==> config.mk <==
export PLATFORM = sky130hd
export DESIGN_NAME = ddr3_cmd_arbiter
export DESIGN_NICKNAME = d
export VERILOG_FILES = /design/src/rtl/ddr3_pkg.sv /design/src/rtl/rr_arb2.sv /design/src/rtl/ddr3_cmd_arbiter.sv
export SDC_FILE = /design/constraint.sdc
export NUM_CORES = 1
export LEC_CHECK = 0
export ABC_AREA = 1
export CAP_MARGIN = 30
export CORE_AREA = 2 2 179 181
export CTS_CLUSTER_SIZE = 16
export DETAILED_ROUTE_END_ITERATION = 12
export DIE_AREA = 0 0 181 183
export SYNTH_ARGS = -nofsm -noshare
export SYNTH_HDL_FRONTEND = slang
export SYNTH_SLANG_ARGS = --single-unit
==> constraint.sdc <==
create_clock -name clk -period 5.32 [get_ports clk]
set_input_delay 1.064 -clock clk [delete_from_list [all_inputs] [get_ports clk]]
set_output_delay 1.064 -clock clk [all_outputs]
set_load 0.1 [all_outputs]
==> src/rtl/ddr3_pkg.sv <==
// Shared DDR3 command encodings, bus widths and decode helpers for the local-bus blocks.
// Arbiter FSM state type lives here so other blocks can observe it.
package ddr3_pkg;

   localparam int unsigned ADDR_W  = 26;
   localparam int unsigned DATA_W  = 64;
   localparam int unsigned MASK_W  = 8;
   localparam int unsigned BURST_W = 5;
   localparam int unsigned CMD_W   = 4;

   localparam logic [CMD_W-1:0] CMD_READ   = 4'b0001;
   localparam logic [CMD_W-1:0] CMD_READA  = 4'b0011;
   localparam logic [CMD_W-1:0] CMD_WRITE  = 4'b0010;
   localparam logic [CMD_W-1:0] CMD_WRITEA = 4'b0100;

   typedef enum logic [1:0] {StIdle, StIssue, StWdata, StRdata} arb_state_e;

   function automatic logic is_read(input logic [CMD_W-1:0] cmd);
      return (cmd == CMD_READ) || (cmd == CMD_READA);
   endfunction

   function automatic logic is_write(input logic [CMD_W-1:0] cmd);
      return (cmd == CMD_WRITE) || (cmd == CMD_WRITEA);
   endfunction

   // Burst count field of zero encodes the maximum burst of 32 units.
   function automatic logic [5:0] burst_units(input logic [BURST_W-1:0] burst);
      return (burst == '0) ? 6'd32 : {1'b0, burst};
   endfunction

endpackage

==> src/rtl/rr_arb2.sv <==
// Two-way round-robin grant: on a tie the requester not granted last time wins.
module rr_arb2 (
   input  logic [1:0] req,
   input  logic       last,
   output logic [1:0] grant
);

   always_comb begin
      if (req == 2'b11) begin
         grant = last ? 2'b01 : 2'b10;
      end else begin
         grant = req;
      end
   end

endmodule

==> src/rtl/ddr3_cmd_arbiter.sv <==
// Arbitrates two local-bus requesters onto a single DDR3 controller command/data port,
// one transaction in flight, with a read-beat watchdog.
module ddr3_cmd_arbiter
   import ddr3_pkg::*;
#(
   parameter int unsigned BEATS_PER_BURST = 2,
   parameter int unsigned RD_TIMEOUT      = 1023
) (
   input  logic               clk,
   input  logic               rst,
   input  logic               init_done,
   input  logic               r0_req,
   input  logic [CMD_W-1:0]   r0_cmd,
   input  logic [ADDR_W-1:0]  r0_addr,
   input  logic [BURST_W-1:0] r0_burst,
   output logic               r0_ack,
   input  logic [DATA_W-1:0]  r0_wdata,
   input  logic [MASK_W-1:0]  r0_wmask,
   output logic               r0_wrdy,
   output logic               r0_rvalid,
   input  logic               r1_req,
   input  logic [CMD_W-1:0]   r1_cmd,
   input  logic [ADDR_W-1:0]  r1_addr,
   input  logic [BURST_W-1:0] r1_burst,
   output logic               r1_ack,
   input  logic [DATA_W-1:0]  r1_wdata,
   input  logic [MASK_W-1:0]  r1_wmask,
   output logic               r1_wrdy,
   output logic               r1_rvalid,
   output logic [DATA_W-1:0]  rdata,
   input  logic               mc_cmd_rdy,
   input  logic               mc_datain_rdy,
   input  logic               mc_read_data_valid,
   input  logic [DATA_W-1:0]  mc_read_data,
   output logic               mc_cmd_valid,
   output logic [CMD_W-1:0]   mc_cmd,
   output logic [ADDR_W-1:0]  mc_addr,
   output logic [BURST_W-1:0] mc_burst_cnt,
   output logic [DATA_W-1:0]  mc_write_data,
   output logic [MASK_W-1:0]  mc_data_mask,
   output logic               busy,
   output logic               timeout_err
);

   localparam int unsigned CntW = $clog2(32 * BEATS_PER_BURST + 1);
   localparam int unsigned TmrW = $clog2(RD_TIMEOUT + 1);

   arb_state_e         state_q, state_d;
   logic               owner_q, owner_d;
   logic               last_q, last_d;
   logic [CMD_W-1:0]   cmd_q, cmd_d;
   logic [ADDR_W-1:0]  addr_q, addr_d;
   logic [BURST_W-1:0] burst_q, burst_d;
   logic [CntW-1:0]    cnt_q, cnt_d;
   logic [TmrW-1:0]    tmr_q, tmr_d;
   logic               terr_q, terr_d;
   logic [1:0]         grant;

   rr_arb2 u_rr_arb2 (
      .req   ({r1_req, r0_req}),
      .last  (last_q),
      .grant (grant)
   );

   always_ff @(posedge clk or posedge rst) begin
      if (rst) begin
         state_q <= StIdle;
         owner_q <= 1'b0;
         last_q  <= 1'b1;
         cmd_q   <= '0;
         addr_q  <= '0;
         burst_q <= '0;
         cnt_q   <= '0;
         tmr_q   <= '0;
         terr_q  <= 1'b0;
      end else begin
         state_q <= state_d;
         owner_q <= owner_d;
         last_q  <= last_d;
         cmd_q   <= cmd_d;
         addr_q  <= addr_d;
         burst_q <= burst_d;
         cnt_q   <= cnt_d;
         tmr_q   <= tmr_d;
         terr_q  <= terr_d;
      end
   end

   always_comb begin
      state_d = state_q;
      owner_d = owner_q;
      last_d  = last_q;
      cmd_d   = cmd_q;
      addr_d  = addr_q;
      burst_d = burst_q;
      cnt_d   = cnt_q;
      tmr_d   = tmr_q;
      terr_d  = terr_q;
      unique case (state_q)
         StIdle: begin
            if (init_done && (grant != 2'b00)) begin
               owner_d = grant[1];
               last_d  = grant[1];
               cmd_d   = grant[1] ? r1_cmd   : r0_cmd;
               addr_d  = grant[1] ? r1_addr  : r0_addr;
               burst_d = grant[1] ? r1_burst : r0_burst;
               state_d = StIssue;
            end
         end
         StIssue: begin
            if (mc_cmd_rdy) begin
               cnt_d = CntW'(32'(burst_units(burst_q)) * BEATS_PER_BURST);
               tmr_d = '0;
               if (is_read(cmd_q)) begin
                  state_d = StRdata;
               end else if (is_write(cmd_q)) begin
                  state_d = StWdata;
               end else begin
                  state_d = StIdle;
               end
            end
         end
         StWdata: begin
            if (mc_datain_rdy) begin
               cnt_d = cnt_q - CntW'(1);
               if (cnt_q == CntW'(1)) state_d = StIdle;
            end
         end
         StRdata: begin
            if (mc_read_data_valid) begin
               cnt_d = cnt_q - CntW'(1);
               tmr_d = '0;
               if (cnt_q == CntW'(1)) state_d = StIdle;
            end else if (tmr_q == TmrW'(RD_TIMEOUT - 1)) begin
               // RD_TIMEOUT consecutive idle cycles: give up on the rest of the burst.
               terr_d  = 1'b1;
               state_d = StIdle;
            end else begin
               tmr_d = tmr_q + TmrW'(1);
            end
         end
         default: state_d = StIdle;
      endcase
   end

   always_comb begin
      busy         = (state_q != StIdle);
      mc_cmd_valid = (state_q == StIssue);
      mc_cmd       = cmd_q;
      mc_addr      = addr_q;
      mc_burst_cnt = burst_q;
      r0_ack       = (state_q == StIssue) && mc_cmd_rdy && !owner_q;
      r1_ack       = (state_q == StIssue) && mc_cmd_rdy && owner_q;
      r0_wrdy      = (state_q == StWdata) && mc_datain_rdy && !owner_q;
      r1_wrdy      = (state_q == StWdata) && mc_datain_rdy && owner_q;
      r0_rvalid    = (state_q == StRdata) && mc_read_data_valid && !owner_q;
      r1_rvalid    = (state_q == StRdata) && mc_read_data_valid && owner_q;
      mc_write_data = '0;
      mc_data_mask  = '0;
      if (state_q == StWdata) begin
         mc_write_data = owner_q ? r1_wdata : r0_wdata;
         mc_data_mask  = owner_q ? r1_wmask : r0_wmask;
      end
      rdata       = mc_read_data;
      timeout_err = terr_q;
   end

endmodule

Word level (Yosys, flattened, before mapping)
Cells that the tools add are included.
{ "totals": {"register_bits": 57, "inputBits": 286, "out_inout_bits": 180, "wordCells": 79} }
{ "classes": {"add_sub_neg": 2, "n_eq_ne": 16, "muxes": 27, "n_bitwise": 1, "n_reduce_logical": 24} }
{ "op_table": {"columns": ["operator", "count"], "rows": [
  ["$mux 64", 2],
  ["$mux 10", 3],
  ["$mux 26", 1],
  ["$mux 7", 3],
  ["$pmux 7 s3", 1],
  ["$mux 2", 10],
  ["$pmux 10 s2", 1],
  ["$mux 8", 2],
  ["$add 10x1->10 const B", 1],
  ["$eq 10x10->1 const B", 1],
  ["$logic_and 1x1->1", 10],
  ["$eq 4x2->1 const B", 2],
  ["$ne 2x2->1 const B", 4],
  ["$pmux 2 s4", 1],
  ["$reduce_and 4->1", 2],
  ["$eq 7x1->1 const B", 1],
  ["$sub 7x1->7 const B", 1],
  ["$eq 2x2->1 const B", 3],
  ["$mux 6", 1],
  ["$ne 3x3->1 const B", 2],
  ["$reduce_and 3->1", 2],
  ["$reduce_bool 2->1", 3],
  ["$logic_not 5->1", 1],
  ["$mux 5", 1],
  ["10 further kinds", 11]
]} }

Depth between registers and ports, before layout
{ "logic_depth": {"word_depth": 6, "mapped_depth": 9, "mapped_depth_nobuf": 9} }

Hierarchy
From an unflattened synthesis, not the netlist that was laid out.
{ "unflattened": {"hier_cells": 748, "hier_area_um2": 4830.9} }
{ "modules_own_cells": {"columns": ["mod", "n_inst", "cells_per_inst", "area_per_inst_um2", "seq_area_each_um2"], "rows": [
  ["ddr3_cmd_arbiter", 1, 743, 4809.6, 1427.6],
  ["rr_arb2", 1, 5, 21.3, 0.0]
]} }

Worst setup path after synthesis
No wires, ideal clock.
{ "synth_timing": {"path_kind": "register -> output", "from": "register state_q[1]", "to": "output port r0_ack", "t_arrival_ns": 3.591, "required_ns": 4.256, "slack_ns": 0.665, "path_stages_with_launch": 5, "path_buffers": 0, "cell_sequence": "dfrtp_1 inv_1 ha_1 inv_1 nor3_1"} }
{ "synth_between": {"elab_chain_cells": 3} }
{ "synth_rtl": {"columns": ["item", "line", "source"], "rows": [
  ["start, declared", "ddr3_cmd_arbiter.sv:48", "arb_state_e state_q, state_d;"],
  ["start signal, assigned", "ddr3_cmd_arbiter.sv:67", "state_q <= StIdle;"],
  ["start signal, assigned", "ddr3_cmd_arbiter.sv:77", "state_q <= state_d;"],
  ["$eq 2x1->1", null, null],
  ["via mc_cmd_valid", "ddr3_cmd_arbiter.sv:35", "output logic mc_cmd_valid,"],
  ["$logic_and 1x1->1 (2 in series)", "ddr3_cmd_arbiter.sv:152", "r0_ack = (state_q == StIssue) && mc_cmd_rdy && !owner_q;"],
  ["end, declared", "ddr3_cmd_arbiter.sv:16", "output logic r0_ack,"]
]} }
The timed path passes the listed nets, and every way through them passes these cells.

Worst setup path in the final report
{ "layout_timing": {"from": "register state_q[0]", "to": "output port mc_data_mask[0]"} }
{ "layout_between": {"elab_chain_cells": 2} }
{ "layout_rtl": {"columns": ["item", "line", "source"], "rows": [
  ["$eq 2x2->1", "ddr3_cmd_arbiter.sv:160", "if (state_q == StWdata) begin"],
  ["$mux 8", "ddr3_cmd_arbiter.sv:160", null],
  ["end, declared", "ddr3_cmd_arbiter.sv:40", "output logic [MASK_W-1:0] mc_data_mask,"]
]} }
Every way passes these cells.

==> results.yml <==
clocking:
  clk_latency_ns: 0.33
  cts_buffers: 9
  cts_hold_buf: 0
  cts_root_buf: "clkbuf_16"
  clock-sinks: 57
  ctsResizeCount: 0
  h-tree-depth: 3
  cts_tree: "yes"
  clk_pin_slew_ns: 0.05
  cts_setup_buffers: 0
  ctsLongestPathBuffers: 2
synthesis:
  yosysSeqAreaShare_pct: 30.7
  synth_cell_type_count: 34
  ys_seq_elements: 57
  synthCells: 709
  avgSynthCellArea_um2: 6.56
  synth_nets: 1003
  syn-cell-area_mm2: 0.00465
  synth_warnings: 0
finish:
  syn_to_final_growth_pct: 76.7
  final_cell_mix: "clkdlybuf4s50_1, nor2_1, o21ai_0, buf_4, dfrtp_1"
  final_common_cell: "clkdlybuf4s50_1"
  instances_no_fill: 1374
  drive_above_1_share_pct: 11.5
  final_area_mm2: 0.00822
  final_net_count: 1258
  fin_util_pct: 26.3
timing:
  fin_crit_sh_pct: 79.2
  clock_skew_ns: 0.00618
  setup_tns_ns: 0
  drv_slew: 0
  setup_viol: 0
  period_minus_slack_ns: 4.21
  hold_viol: 0
  worst_slack_ns: 1.11
  worstMarginPinSlew_ns: 1.02
  max_slew_margin_pct: 32.1
  clock.fmax_mhz: 237
  rsz0062_at_grt: "false"
drt:
  routed_wirelength_mm: 23.9
  drt-vias-per-instance: 4.12
  avgRoutedWirePerCell_um: 17.4
  num_vias: 5667
  drc: 0
  drtPass1Iterations: 4
  postRouteAntennaNets: 0
  drt_iter0_markers: 240
die:
  ios: 466
  die_area_mm2: 0.0331
  start_util_pct: 14.9
  die_h_um: 183
  placementRows: 65
  core_mm2: 0.0312
  die_w_um: 181
global_routing:
  grt_overflow: 0
  grt_first_pass_wirelength_mm: 34.3
  grt_max_degree: 76
  antenna_found_initial: 5
  track_usage_pct: 13.8
  grt_pass1_vias: 5540
placement:
  placed_cells: 1355
  placement.cell_area_mm2: 0.00791
  hpwl_mm: 19.4
  pre_cts_ws_ns: 1.23
  io_buffers: 337
  gp_congestion: 0.840
outcome:
  outcome: "completed"
critical_path:
  worstSetupPathType: "flop to output pin"
  critPathRequiredTime_ns: 4.26
  worstSetupStartpointType: "flop"
  worstPathArrival_ns: 3.15
  cp-end-kind: "output pin"
  worstPathMaxFanout: 46
job:
  drv_cap: 0
pwr:
  power_leakage_nw: 3.37
  ir_drop_mv: 0.415
  powerDensity_mw_per_mm2: 540
worst_hold_path:
  hp-class: "flop to flop"
routing by layer:
metal  up-vias  GRT usage [%]  wire (um)
met2       339           22.9      10900
met5         -           2.67         32
li1       2787              -          -
met4         4           3.15        305
met3        23           6.43       2760
met1      2514           16.0       9960
sequential cells by signal (all words and copies together), names as in the netlist:
register,cells
owner_q,1
mc_cmd,4
cnt_q,7
mc_burst_cnt,5
state_q,2
mc_addr,26
last_q,1
tmr_q,10
timeout_err,1
worst max-delay path: stages (launching register included):
cell             delay, ns
dfrtp_1               0.41
inv_1                 0.10
ha_2                  0.67
o21ai_0               0.20
nor2_1                0.24
clkdlybuf4s50_1       1.18
power by group:
group	switching (mW)	total (mW)	internal, mW
Sequential	0.123	0.731	0.608
Clock	0.209	0.582	0.373
Combinational	2.34	3.13	0.783
Yosys cell counts (all sizes together):
| cell type | n | area (um^2) |
|---|---|---|
| ha | 8 | 100 |
| clkbuf | 32 | 124 |
| buf | 74 | 539 |
| o21ai | 188 | 960 |
| o211ai | 2 | 15.0 |
| o21bai | 2 | 15.0 |
| xnor2 | 1 | 8.76 |
| o22ai | 5 | 31.3 |
| nand2 | 52 | 210 |
| inv | 37 | 139 |
| xor2 | 1 | 8.76 |
| nand4 | 10 | 62.6 |
| nand3 | 20 | 113 |
| nand3b | 1 | 7.51 |
| nor3 | 6 | 30.0 |
| nor2 | 202 | 791 |
| o21a | 1 | 7.51 |
| a21oi | 8 | 43.8 |
| a31o | 1 | 8.76 |
| nor3b | 1 | 7.51 |
| dfrtp | 56 | 1400 |
| dfstp | 1 | 26.3 |
cell families after synthesis:
kind of cell | share of synthesized area, %
adders and majority gates | 2.15
AOI/OAI and AO/OA | 23.3
xor gates and xnor gates | 0.377
DFF | 30.7
buffers and inverters | 17.2
and+or+nand+nor | 26.3
cell type report:
class / count / area [um^2]
Fill cell: 3379 / 23000
Timing Repair Buffer: 350 / 3410
Multi-Input combinational cell: 509 / 2430
Sequential cell: 57 / 1430
Tap cell: 402 / 503
Clock buffer: 11 / 243
Inverter: 37 / 139
Clock inverter: 5 / 55.1
Antenna cell: 3 / 7.51
per-stage QoR:
stage | hold slack [ns] | total power, mW
finish | 0.468 | 4.44
global route | 0.502 | 4.68
CTS | 0.469 | 4.49
detailed placement | 0.455 | 3.89
global placement | 0.455 | 3.79
floorplan | 0.453 | 3.14
final timing paths:
path	startpoint	to	cells after the start	slack, ns
setup / recovery	state_q[0]$_DFFE_PP0P_	mc_data_mask[0]	5	1.11
hold / removal	timeout_err$_DFFE_PP0P_	timeout_err$_DFFE_PP0P_	2	0.47
setup reg to reg	state_q[0]$_DFFE_PP0P_	cnt_q[1]$_DFFE_PP0P_	9	2.66
hold reg to reg	timeout_err$_DFFE_PP0P_	timeout_err$_DFFE_PP0P_	2	0.47
max in group asynchronous	rst	mc_addr[20]$_DFFE_PP0P_	3	3.27
min in group asynchronous	rst	mc_addr[14]$_DFFE_PP0P_	2	1.21
Note: power is estimated with default switching activity, not from simulation.
